[src/rtl/gshare_branch_predictor_if.sv]
// Decode/commit port bundle between the pipeline and the gshare predictor.
// The pipeline side is the master and the predictor side is the slave.
interface gshare_branch_predictor_if #(
  parameter int IDX_W  = 6,
  parameter int HIST_W = 6,
  parameter int PC_W   = 32
);
  logic [11:0]       Decoded_opcode;
  logic [PC_W-1:0]   Decoded_PC;
  logic              Decode_stall;
  logic              predicted;
  logic [IDX_W-1:0]  Predict_index;
  logic [HIST_W-1:0] Predict_ghr;
  logic [11:0]       Commit_opcode;
  logic [IDX_W-1:0]  Commit_index;
  logic [HIST_W-1:0] Commit_ghr;
  logic              Commit_taken;
  logic              Wrong_prediction;
  logic [15:0]       mispredict_cnt;

  modport master (
    output Decoded_opcode, Decoded_PC, Decode_stall,
    output Commit_opcode, Commit_index, Commit_ghr, Commit_taken, Wrong_prediction,
    input  predicted, Predict_index, Predict_ghr, mispredict_cnt
  );

  modport slave (
    input  Decoded_opcode, Decoded_PC, Decode_stall,
    input  Commit_opcode, Commit_index, Commit_ghr, Commit_taken, Wrong_prediction,
    output predicted, Predict_index, Predict_ghr, mispredict_cnt
  );
endinterface

[src/rtl/gshare_branch_predictor.sv]
// Gshare/bimodal conditional-branch predictor: combinational prediction at decode,
// counter training at commit, and GHR repair from the committed snapshot on a flush.
module gshare_branch_predictor #(
  parameter int          IDX_W    = 6,
  parameter int          CTR_W    = 2,
  parameter int          HIST_W   = 6,
  parameter bit          GSHARE   = 1'b1,
  parameter int          PC_W     = 32,
  parameter int          PC_SHIFT = 0,
  parameter int          INIT_CTR = 1,
  parameter logic [11:0] BEQ_OP   = 12'h018,
  parameter logic [11:0] BNE_OP   = 12'h019
) (
  input logic clk,
  input logic rst,
  gshare_branch_predictor_if.slave bp
);
  localparam int ENTRIES = 1 << IDX_W;
  localparam logic [CTR_W-1:0] CTR_MAX  = {CTR_W{1'b1}};
  localparam logic [CTR_W-1:0] CTR_RST  = CTR_W'(INIT_CTR);

  logic [CTR_W-1:0]  ctr_tbl [0:ENTRIES-1];
  logic [HIST_W-1:0] ghr;
  logic [15:0]       mis_cnt;
  logic [IDX_W-1:0]  pc_bits;
  logic [IDX_W-1:0]  pred_idx;
  logic              dec_br;
  logic              com_br;
  logic              flush;
  logic              pred;

  assign dec_br   = (bp.Decoded_opcode == BEQ_OP) || (bp.Decoded_opcode == BNE_OP);
  assign com_br   = (bp.Commit_opcode  == BEQ_OP) || (bp.Commit_opcode  == BNE_OP);
  assign flush    = com_br & bp.Wrong_prediction;
  assign pc_bits  = bp.Decoded_PC[PC_SHIFT +: IDX_W];
  assign pred_idx = GSHARE ? (pc_bits ^ IDX_W'(ghr)) : pc_bits;
  // Read is ahead of the commit write in the same cycle, so decode sees the old value.
  assign pred     = dec_br & ctr_tbl[pred_idx][CTR_W-1] & ~rst;

  assign bp.predicted      = pred;
  assign bp.Predict_index  = pred_idx;
  assign bp.Predict_ghr    = ghr;
  assign bp.mispredict_cnt = mis_cnt;

  always_ff @(posedge clk or posedge rst) begin
    if (rst) begin
      for (int i = 0; i < ENTRIES; i++) ctr_tbl[i] <= CTR_RST;
    end else if (com_br) begin
      if (bp.Commit_taken) begin
        if (ctr_tbl[bp.Commit_index] != CTR_MAX)
          ctr_tbl[bp.Commit_index] <= ctr_tbl[bp.Commit_index] + 1'b1;
      end else begin
        if (ctr_tbl[bp.Commit_index] != '0)
          ctr_tbl[bp.Commit_index] <= ctr_tbl[bp.Commit_index] - 1'b1;
      end
    end
  end

  // A flush rebuilds history from the committed snapshot and drops any decode shift.
  always_ff @(posedge clk or posedge rst) begin
    if (rst) begin
      ghr <= '0;
    end else if (flush) begin
      ghr <= {bp.Commit_ghr[HIST_W-2:0], bp.Commit_taken};
    end else if (dec_br && !bp.Decode_stall) begin
      ghr <= {ghr[HIST_W-2:0], pred};
    end
  end

  always_ff @(posedge clk or posedge rst) begin
    if (rst) begin
      mis_cnt <= '0;
    end else if (flush && mis_cnt != 16'hFFFF) begin
      mis_cnt <= mis_cnt + 16'd1;
    end
  end
endmodule

[src/flat_wrapper.sv]
// flat-port wrapper written by rule: the top's interface ports become plain ports
module gshare_branch_predictor_flat 
#(
  parameter int          IDX_W    = 6,
  parameter int          CTR_W    = 2,
  parameter int          HIST_W   = 6,
  parameter bit          GSHARE   = 1'b1,
  parameter int          PC_W     = 32,
  parameter int          PC_SHIFT = 0,
  parameter int          INIT_CTR = 1,
  parameter logic [11:0] BEQ_OP   = 12'h018,
  parameter logic [11:0] BNE_OP   = 12'h019
)
  (clk, rst, bp_Decoded_opcode, bp_Decoded_PC, bp_Decode_stall, bp_Commit_opcode, bp_Commit_index, bp_Commit_ghr, bp_Commit_taken, bp_Wrong_prediction, bp_predicted, bp_Predict_index, bp_Predict_ghr, bp_mispredict_cnt);
  gshare_branch_predictor_if #(.IDX_W(IDX_W), .HIST_W(HIST_W), .PC_W(PC_W)) bp_i ();
  input logic clk;
  input logic rst;
  input wire logic [$bits(bp_i.Decoded_opcode)-1:0] bp_Decoded_opcode;
  input wire logic [$bits(bp_i.Decoded_PC)-1:0] bp_Decoded_PC;
  input wire logic [$bits(bp_i.Decode_stall)-1:0] bp_Decode_stall;
  input wire logic [$bits(bp_i.Commit_opcode)-1:0] bp_Commit_opcode;
  input wire logic [$bits(bp_i.Commit_index)-1:0] bp_Commit_index;
  input wire logic [$bits(bp_i.Commit_ghr)-1:0] bp_Commit_ghr;
  input wire logic [$bits(bp_i.Commit_taken)-1:0] bp_Commit_taken;
  input wire logic [$bits(bp_i.Wrong_prediction)-1:0] bp_Wrong_prediction;
  output wire logic [$bits(bp_i.predicted)-1:0] bp_predicted;
  output wire logic [$bits(bp_i.Predict_index)-1:0] bp_Predict_index;
  output wire logic [$bits(bp_i.Predict_ghr)-1:0] bp_Predict_ghr;
  output wire logic [$bits(bp_i.mispredict_cnt)-1:0] bp_mispredict_cnt;
  assign bp_i.Decoded_opcode = bp_Decoded_opcode;
  assign bp_i.Decoded_PC = bp_Decoded_PC;
  assign bp_i.Decode_stall = bp_Decode_stall;
  assign bp_i.Commit_opcode = bp_Commit_opcode;
  assign bp_i.Commit_index = bp_Commit_index;
  assign bp_i.Commit_ghr = bp_Commit_ghr;
  assign bp_i.Commit_taken = bp_Commit_taken;
  assign bp_i.Wrong_prediction = bp_Wrong_prediction;
  assign bp_predicted = bp_i.predicted;
  assign bp_Predict_index = bp_i.Predict_index;
  assign bp_Predict_ghr = bp_i.Predict_ghr;
  assign bp_mispredict_cnt = bp_i.mispredict_cnt;
  gshare_branch_predictor #(.IDX_W(IDX_W), .CTR_W(CTR_W), .HIST_W(HIST_W), .GSHARE(GSHARE), .PC_W(PC_W), .PC_SHIFT(PC_SHIFT), .INIT_CTR(INIT_CTR), .BEQ_OP(BEQ_OP), .BNE_OP(BNE_OP)) u_core (.clk(clk), .rst(rst), .bp(bp_i));
endmodule
[config.mk]
export PLATFORM = sky130hd
export DESIGN_NAME = gshare_branch_predictor_flat
export DESIGN_NICKNAME = d
export VERILOG_FILES = /design/src/rtl/gshare_branch_predictor_if.sv /design/src/rtl/gshare_branch_predictor.sv /design/src/flat_wrapper.sv
export SDC_FILE = /design/constraint.sdc
export NUM_CORES = 1
export LEC_CHECK = 0
export CORE_ASPECT_RATIO = 0.5
export CORE_MARGIN = 3
export CORE_UTILIZATION = 34
export DETAILED_ROUTE_END_ITERATION = 16
export GPL_ROUTABILITY_DRIVEN = 1
export SYNTH_ARGS = -nofsm -noshare
export SYNTH_HDL_FRONTEND = slang
export SYNTH_SLANG_ARGS = --single-unit
[constraint.sdc]
create_clock -name clk -period 11.6 [get_ports clk]
set_input_delay 1.74 -clock clk [delete_from_list [all_inputs] [get_ports clk]]
set_output_delay 1.74 -clock clk [all_outputs]
set_load 0.005 [all_outputs]
==> impl_metrics.csv, run 1 <==
group,metric,value,unit
global_routing,antenna_found_initial,0,
flow_run,cap_violations,0,
timing,fin_tns_setup,0,ns
worst_hold_path,holdCritPathClass,"flop to flop",
routing,route.met2.wl,10090,um
worst_setup_path,cp_max_fo,37,
synthesis,synthTopCellsByCount,"mux2_2, dfrtp_1, nand2_1",
placed_design,gp_congestion,0.8234,
synthesis,ys_seq_area_share,47.28,%
synthesis,synthDistinctLibCells,60,
worst_setup_path,cp.required,11.91,ns
synthesis,netlist_instances,668,
clock_tree,cts_made_buffers,17,
synthesis,synth.top_cell.area_share,26.54,%
synthesis,synth_nets,744,
global_routing,grt_max_degree,88,
placed_design,dp.cells,1021,
routing,firstDrtPassIters,5,
global_routing,grt_pass1_wl,34360,um
timing,fin_crit_sh,58.68,%
global_routing,grt_overflow,0,
clock_tree,cts_tree,"yes",
worst_setup_path,start_kind,"input port",
pwr,leakage,4.158,nW
clock_tree,post-cts-setup-buffers,0,
timing,final-setup-viol-count,0,
timing,hold_viol_final,0,
routing,met1Wirelength,10230,um
placed_design,io_buffers,72,
worst_hold_path,whs_endpoint,"u_core.bp.mispredict_cnt[9]$_DFFE_PP0P_",
timing,rsz0062_at_grt,"no",
worst_setup_path,reg2reg_slack,7.10,ns
routing,drc,0,
layout,diodes,0,
timing,min_period,6.807,ns
floorplanning,core_area,23130,um^2
routing,dr.first_iter.drc_count,500,
pwr,p_per_area,125.2,nW/um^2
floorplanning,initial_core_util,35.05,%
global_routing,grt_usage,17.43,%
synthesis,synth-edff-count,0,
worst_hold_path,hold_path_depth,1,
timing,report.final.slew_viol_count,0,
floorplanning,ios,102,
routing,vias,5757,
timing,max_slew_margin,21.47,%
pwr,finalPower,1.218,mW
layout,drive_gt1_share,37.94,%
synthesis,synth_area_leaders,"dfrtp_1, dfstp_2, mux2_2, mux4_2, nand2_1",
synthesis,yosys_warnings,0,
synthesis,yosysTopAreaCell,"dfrtp_1",
synthesis,synth_ff_type,"dfrtp_1",
routing,met3WireLength,1125,um
synthesis,ys_async_sr_fraction,100.0,%
worst_setup_path,worstSetupPathType,"input port to flop",
timing,worst_slew_pin_slew,1.169,ns
routing,routed_wl,21870,um
floorplanning,die_x,224.4,um
layout,nets,809,
clock_tree,clk_latency,0.43,ns
timing,fin_skew,0.009366,ns
clock_tree,cts_hold_buffers,0,
clock_tree,cts.repair.resized,0,
synthesis,avgSynthCellArea,12.14,um^2
floorplanning,num_rows,39,
synthesis,syn-cell-area,8108,um^2
pwr,ir_worst_vdd,0.00009531,V
clock_tree,cts_root_buffer,"clkbuf_16",
layout,fin_cells,1053,
floorplanning,dieArea,25850,um^2
worst_setup_path,critical_path_arrival,7.12,ns
timing,hold_slack,0.5068,ns
worst_setup_path,cp-end-kind,"flop",
clock_tree,clkSinkCount,150,
routing,top_layer,"met4",
routing,wire_per_inst,20.77,um
synthesis,ys_ff_latch,150,
worst_setup_path,r2r_cells,14,
placed_design,detailed_place_hpwl,14610,um
clock_tree,cts-htree-levels,4,
floorplanning,die_y,115.2,um
worst_hold_path,min_from,"u_core.bp.mispredict_cnt[9]$_DFFE_PP0P_",
clock_tree,clock_path_buffers,2,
global_routing,grt_pass1_vias,5911,
layout,n_fill_cell,2196,
layout,area_growth,19.98,%
clock_tree,clkTransAtPathRegs,0.06,ns
worst_setup_path,r2r_end,"u_core.ctr_tbl[55]$_DFFE_PP0P_",
routing,avgViaCountPerCell,5.467,
synthesis,yosysMostFrequentCell,"mux2_2",
run_status,status,"finished clean",
routing,ant_nets,0,
timing,max_freq,146.9,MHz
worst_setup_path,worstSetupStartpoint,"bp_Commit_index[0]",
[worst max path at each step]
stage / endpoint / slack, ns / depth (start not counted)
finish: u_core.ctr_tbl[55]$_DFFE_PP0P_ / 4.79 / 16
global route: u_core.ctr_tbl[63]$_DFFE_PP0P_ / 4.28 / 16
CTS: u_core.ctr_tbl[55]$_DFFE_PP0P_ / 4.81 / 16
detailed placement: u_core.ctr_tbl[55]$_DFFE_PP0P_ / 4.39 / 16
global placement: u_core.ctr_tbl[55]$_DFFE_PP0P_ / 4.39 / 16
floorplan: u_core.bp.Predict_ghr[0]$_DFFE_PP0P_ / 5.93 / 1
[routing by layer]
layer	up-vias	track usage, %
li1	2590	-
met1	2986	24.20
met2	151	26.61
met3	30	4.388
met4	0	6.342
met5	-	0
[report_power, final]
part / leakage [nW] / internal, mW / switching (mW)
clock: 0.307 / 0.376 / 0.214
combinational: 1.99 / 0.0332 / 0.0689
sequential: 1.86 / 0.525 / 0.000436
total: 4.16 / 0.934 / 0.284
[worst max-delay path, cell delays in order]
cell and delay [ns]:
clkdlybuf4s50_1 0.45, buf_4 0.43, clkinv_1 0.52, nor3_1 0.93, a22oi_1 0.22, o21ai_0 0.20, nand3_1 0.12, a21oi_1 0.25
a211oi_1 0.10, ha_1 0.20, mux2i_1 0.12, and4_1 0.28, nand2_1 0.11, nor3_1 0.84, nand2_1 0.23, mux2_2 0.33
[area by class of cell]
cell class                      count  area, um^2  area share (%)
Clock buffer                       23       478.0           4.913
Clock inverter                      9       147.6           1.518
Inverter                           10       42.54          0.4373
Multi-Input combinational cell    471        4044           41.57
Sequential cell                   150        3834           39.41
Tap cell                          307       384.1           3.949
Timing Repair Buffer               83       798.3           8.206
[layout by cell type (no fill, tap or decap), types with 13 or more instances in the layout]
master | synthesis | final
a221oi_1 | 15 | 15
clkbuf_16 | 0 | 17
xnor2_1 | 14 | 13
dfrtp_1 | 86 | 86
nand2_1 | 80 | 80
clkdlybuf4s50_1 | 0 | 71
mux4_2 | 22 | 22
dfstp_2 | 64 | 64
mux2i_1 | 16 | 16
nor2_1 | 50 | 50
mux2_2 | 148 | 148
[through the flow]
| step | util, % | area (um^2) | setup slack [ns] |
|---|---|---|---|
| 6_report | 42.06 | 9728 | 4.793 |
| 2_1_floorplan | - | 8108 | 5.930 |
| 3_5_place_dp | 39.35 | 9102 | 4.392 |
| 4_1_cts | 42.06 | 9728 | 4.812 |
| 5_1_grt | 42.06 | 9728 | 4.277 |
| 3_3_place_gp | 39.35 | 9102 | 4.389 |
[cell families after synthesis]
logic type | after synthesis | synth area share [%]
compound gates | 69 | 6.235
buf+inv | 47 | 3.025
simple gates | 186 | 10.45
fa+ha+maj | 3 | 0.4630
flops | 150 | 47.28
xor+xnor | 22 | 2.469
mux | 191 | 30.08
No activity file was read; power rests on OpenSTA's default activity.
==> run 2, diff against run 1 <==
==> constraint.sdc (replaced) <==
create_clock -name clk -period 7.1 [get_ports clk]
set_input_delay 1.065 -clock clk [delete_from_list [all_inputs] [get_ports clk]]
set_output_delay 1.065 -clock clk [all_outputs]
set_load 0.005 [all_outputs]
==> run 2 against run 1 <==
Compared with the run above:
- first-iteration DRC count is 26% higher
- non-clock buffer count is 10 higher
- sequential power is 63% higher
- core utilization is 0.29 points higher
- wire length is 2.6% lower
- cell area is 0.68% higher
- setup slack worse by 3.5 ns
- combinational power is 65% higher
- final cell count is 0.95% higher
- critical endpoint is now u_core.ctr_tbl[49]$_DFFE_PP0P_
- total power is 63% higher
==> impl_metrics.csv, run 2 (synthesized netlist as in run 1, its figures left out) <==
group,metric,value,unit
routing,routed_wl,21310,um
clock_tree,clkTransAtPathRegs,0.06,ns
clock_tree,clkSinkCount,150,
layout,diodes,0,
global_routing,grt_pass1_vias,5751,
pwr,leakage,4.205,nW
routing,ant_nets,0,
timing,max_slew_margin,35.59,%
pwr,power_frac_comb,8.5,%
clock_tree,cts_root_buffer,"clkbuf_16",
global_routing,grt_overflow,0,
floorplanning,die_y,115.2,um
worst_setup_path,worstSetupStartpoint,"bp_Commit_index[0]",
timing,worst_slew_pin_slew,0.9662,ns
pwr,p_sw,461.1,uW
worst_setup_path,cp_slowest_cell,"clkdlybuf4s50_1",
pwr,p_per_area,202.1,nW/um^2
global_routing,grt_usage,16.88,%
run_status,status,"finished clean",
worst_setup_path,cp_max_fo,13,
timing,timing.final.ws_setup,1.276,ns
placed_design,dp_slack,0.9228,ns
routing,vias,5755,
routing,avgViaCountPerCell,5.414,
clock_tree,clk_latency,0.43,ns
layout,n_fill_cell,2145,
layout,regArea,3834,um^2
routing,drc,0,
clock_tree,cts_hold_buffers,0,
routing,firstDrtPassIters,6,
pwr,ir_worst_vdd,0.0001599,V
clock_tree,cts.repair.resized,0,
timing,fin_tns_setup,0,ns
timing,final-setup-viol-count,0,
worst_hold_path,min_from,"u_core.bp.mispredict_cnt[15]$_DFFE_PP0P_",
worst_setup_path,worst_path_largest_cell_delay,0.97,ns
timing,report.final.slew_viol_count,0,
floorplanning,num_rows,39,
layout,drive_gt1_share,38.76,%
placed_design,detailed_place_hpwl,14970,um
floorplanning,ios,102,
global_routing,grt_max_degree,79,
worst_setup_path,crit_buf_inv,2,
routing,dr.first_iter.drc_count,630,
timing,fin_crit_sh,82.04,%
timing,min_period,5.825,ns
worst_setup_path,path_cells,"clkdlybuf4s50_1 > clkinv_1 > nor3_1 > a22oi_1 > o21ai_0 > nand3_1 > a21oi_1 > a211oi_1 > ha_1 > mux2i_1 > and4_1 > nand2_1 > nor3_1 > nand2_1 > mux2_2",
floorplanning,dieArea,25850,um^2
layout,final_common_cell,"mux2_2",
routing,wire_per_inst,20.05,um
pwr,p_clk_share,48.1,%
worst_setup_path,start_kind,"input port",
layout,final_cell_mix,"mux2_2, dfrtp_1, nand2_1",
pwr,seqPwrFrac,43.4,%
flow_run,cap_violations,0,
timing,hold_viol_final,0,
layout,nets,819,
clock_tree,cts-htree-levels,4,
clock_tree,clock_path_buffers,2,
worst_setup_path,worstSetupPathType,"input port to flop",
layout,multi_input_area,4044,um^2
placed_design,gp_congestion,0.8723,
pwr,internal_power,1.518,mW
floorplanning,die_x,224.4,um
clock_tree,post-cts-setup-buffers,0,
placed_design,io_buffers,72,
floorplanning,core_area,23130,um^2
global_routing,grt_pass1_wl,33470,um
timing,rsz0062_at_grt,"no",
worst_setup_path,cp.required,7.41,ns
layout,area_growth,20.80,%
clock_tree,cts_made_buffers,17,
pwr,switching_share,23.30,%
worst_hold_path,holdCritPathClass,"flop to flop",
floorplanning,initial_core_util,35.05,%
timing,fin_skew,0.009978,ns
timing,max_freq,171.7,MHz
worst_setup_path,cp-end-kind,"flop",
worst_setup_path,path_delay_family,"simple AND/OR/NAND/NOR gates",
global_routing,antenna_found_initial,0,
worst_setup_path,critical_path_arrival,6.14,ns
clock_tree,cts_tree,"yes",
[run 2: layer usage]
layer  vias up  wire length (um)  GRT usage [%]  share of wire [%]
li1       2602                 -              -                  -
met1      2968             10080          23.92                 47
met2       150              9801          25.89                 46
met3        35              1039          3.546                4.9
met4         0               397          5.835                1.9
met5         -                 0              0                  0
[run 2: area by class of cell]
| class | instances | share of cell area (%) |
|---|---|---|
| well taps | 307 | 3.922 |
| inverters | 10 | 0.4343 |
| clock inverters | 10 | 1.559 |
| multi-input cells | 471 | 41.29 |
| clock buffers | 22 | 4.739 |
| flip-flops and latches | 150 | 39.14 |
| repair buffers | 93 | 8.917 |
[run 2: path summary, 6_finish.rpt]
check	end	slack, ns	cells past startpoint
max	u_core.ctr_tbl[49]$_DFFE_PP0P_	1.28	15
min	u_core.bp.mispredict_cnt[15]$_DFFE_PP0P_	0.51	1
max reg2reg	u_core.ctr_tbl[49]$_DFFE_PP0P_	3.01	14
min reg2reg	u_core.bp.mispredict_cnt[15]$_DFFE_PP0P_	0.51	1
max in group asynchronous	u_core.ctr_tbl[73]$_DFFE_PP0P_	4.50	3
min in group asynchronous	u_core.ctr_tbl[43]$_DFFE_PP0P_	1.16	2
[run 2: power groups by stage]
stage | Combinational [mW] | Clock [mW] | Sequential (mW)
global route | 0.182 | 1.01 | 0.858
finish | 0.168 | 0.953 | 0.858
CTS | 0.168 | 0.969 | 0.858
global placement | 0.167 | 0 | 0.872
floorplan | 0.0963 | 0 | 0.872
detailed placement | 0.168 | 0 | 0.872
[run 2: stage by stage]
step	hold slack (ns)	instances	utilization (%)	cell area, um^2	total power, mW
after global routing	0.5241	1063	42.35	9794	2.046
final	0.5094	1063	42.35	9794	1.979
after detailed placement	0.4926	1031	39.68	9178	1.041
after floorplan	0.4817	668	-	8108	0.9683
after CTS	0.5087	1063	42.35	9794	1.996
after global placement	0.4884	1031	39.68	9178	1.039
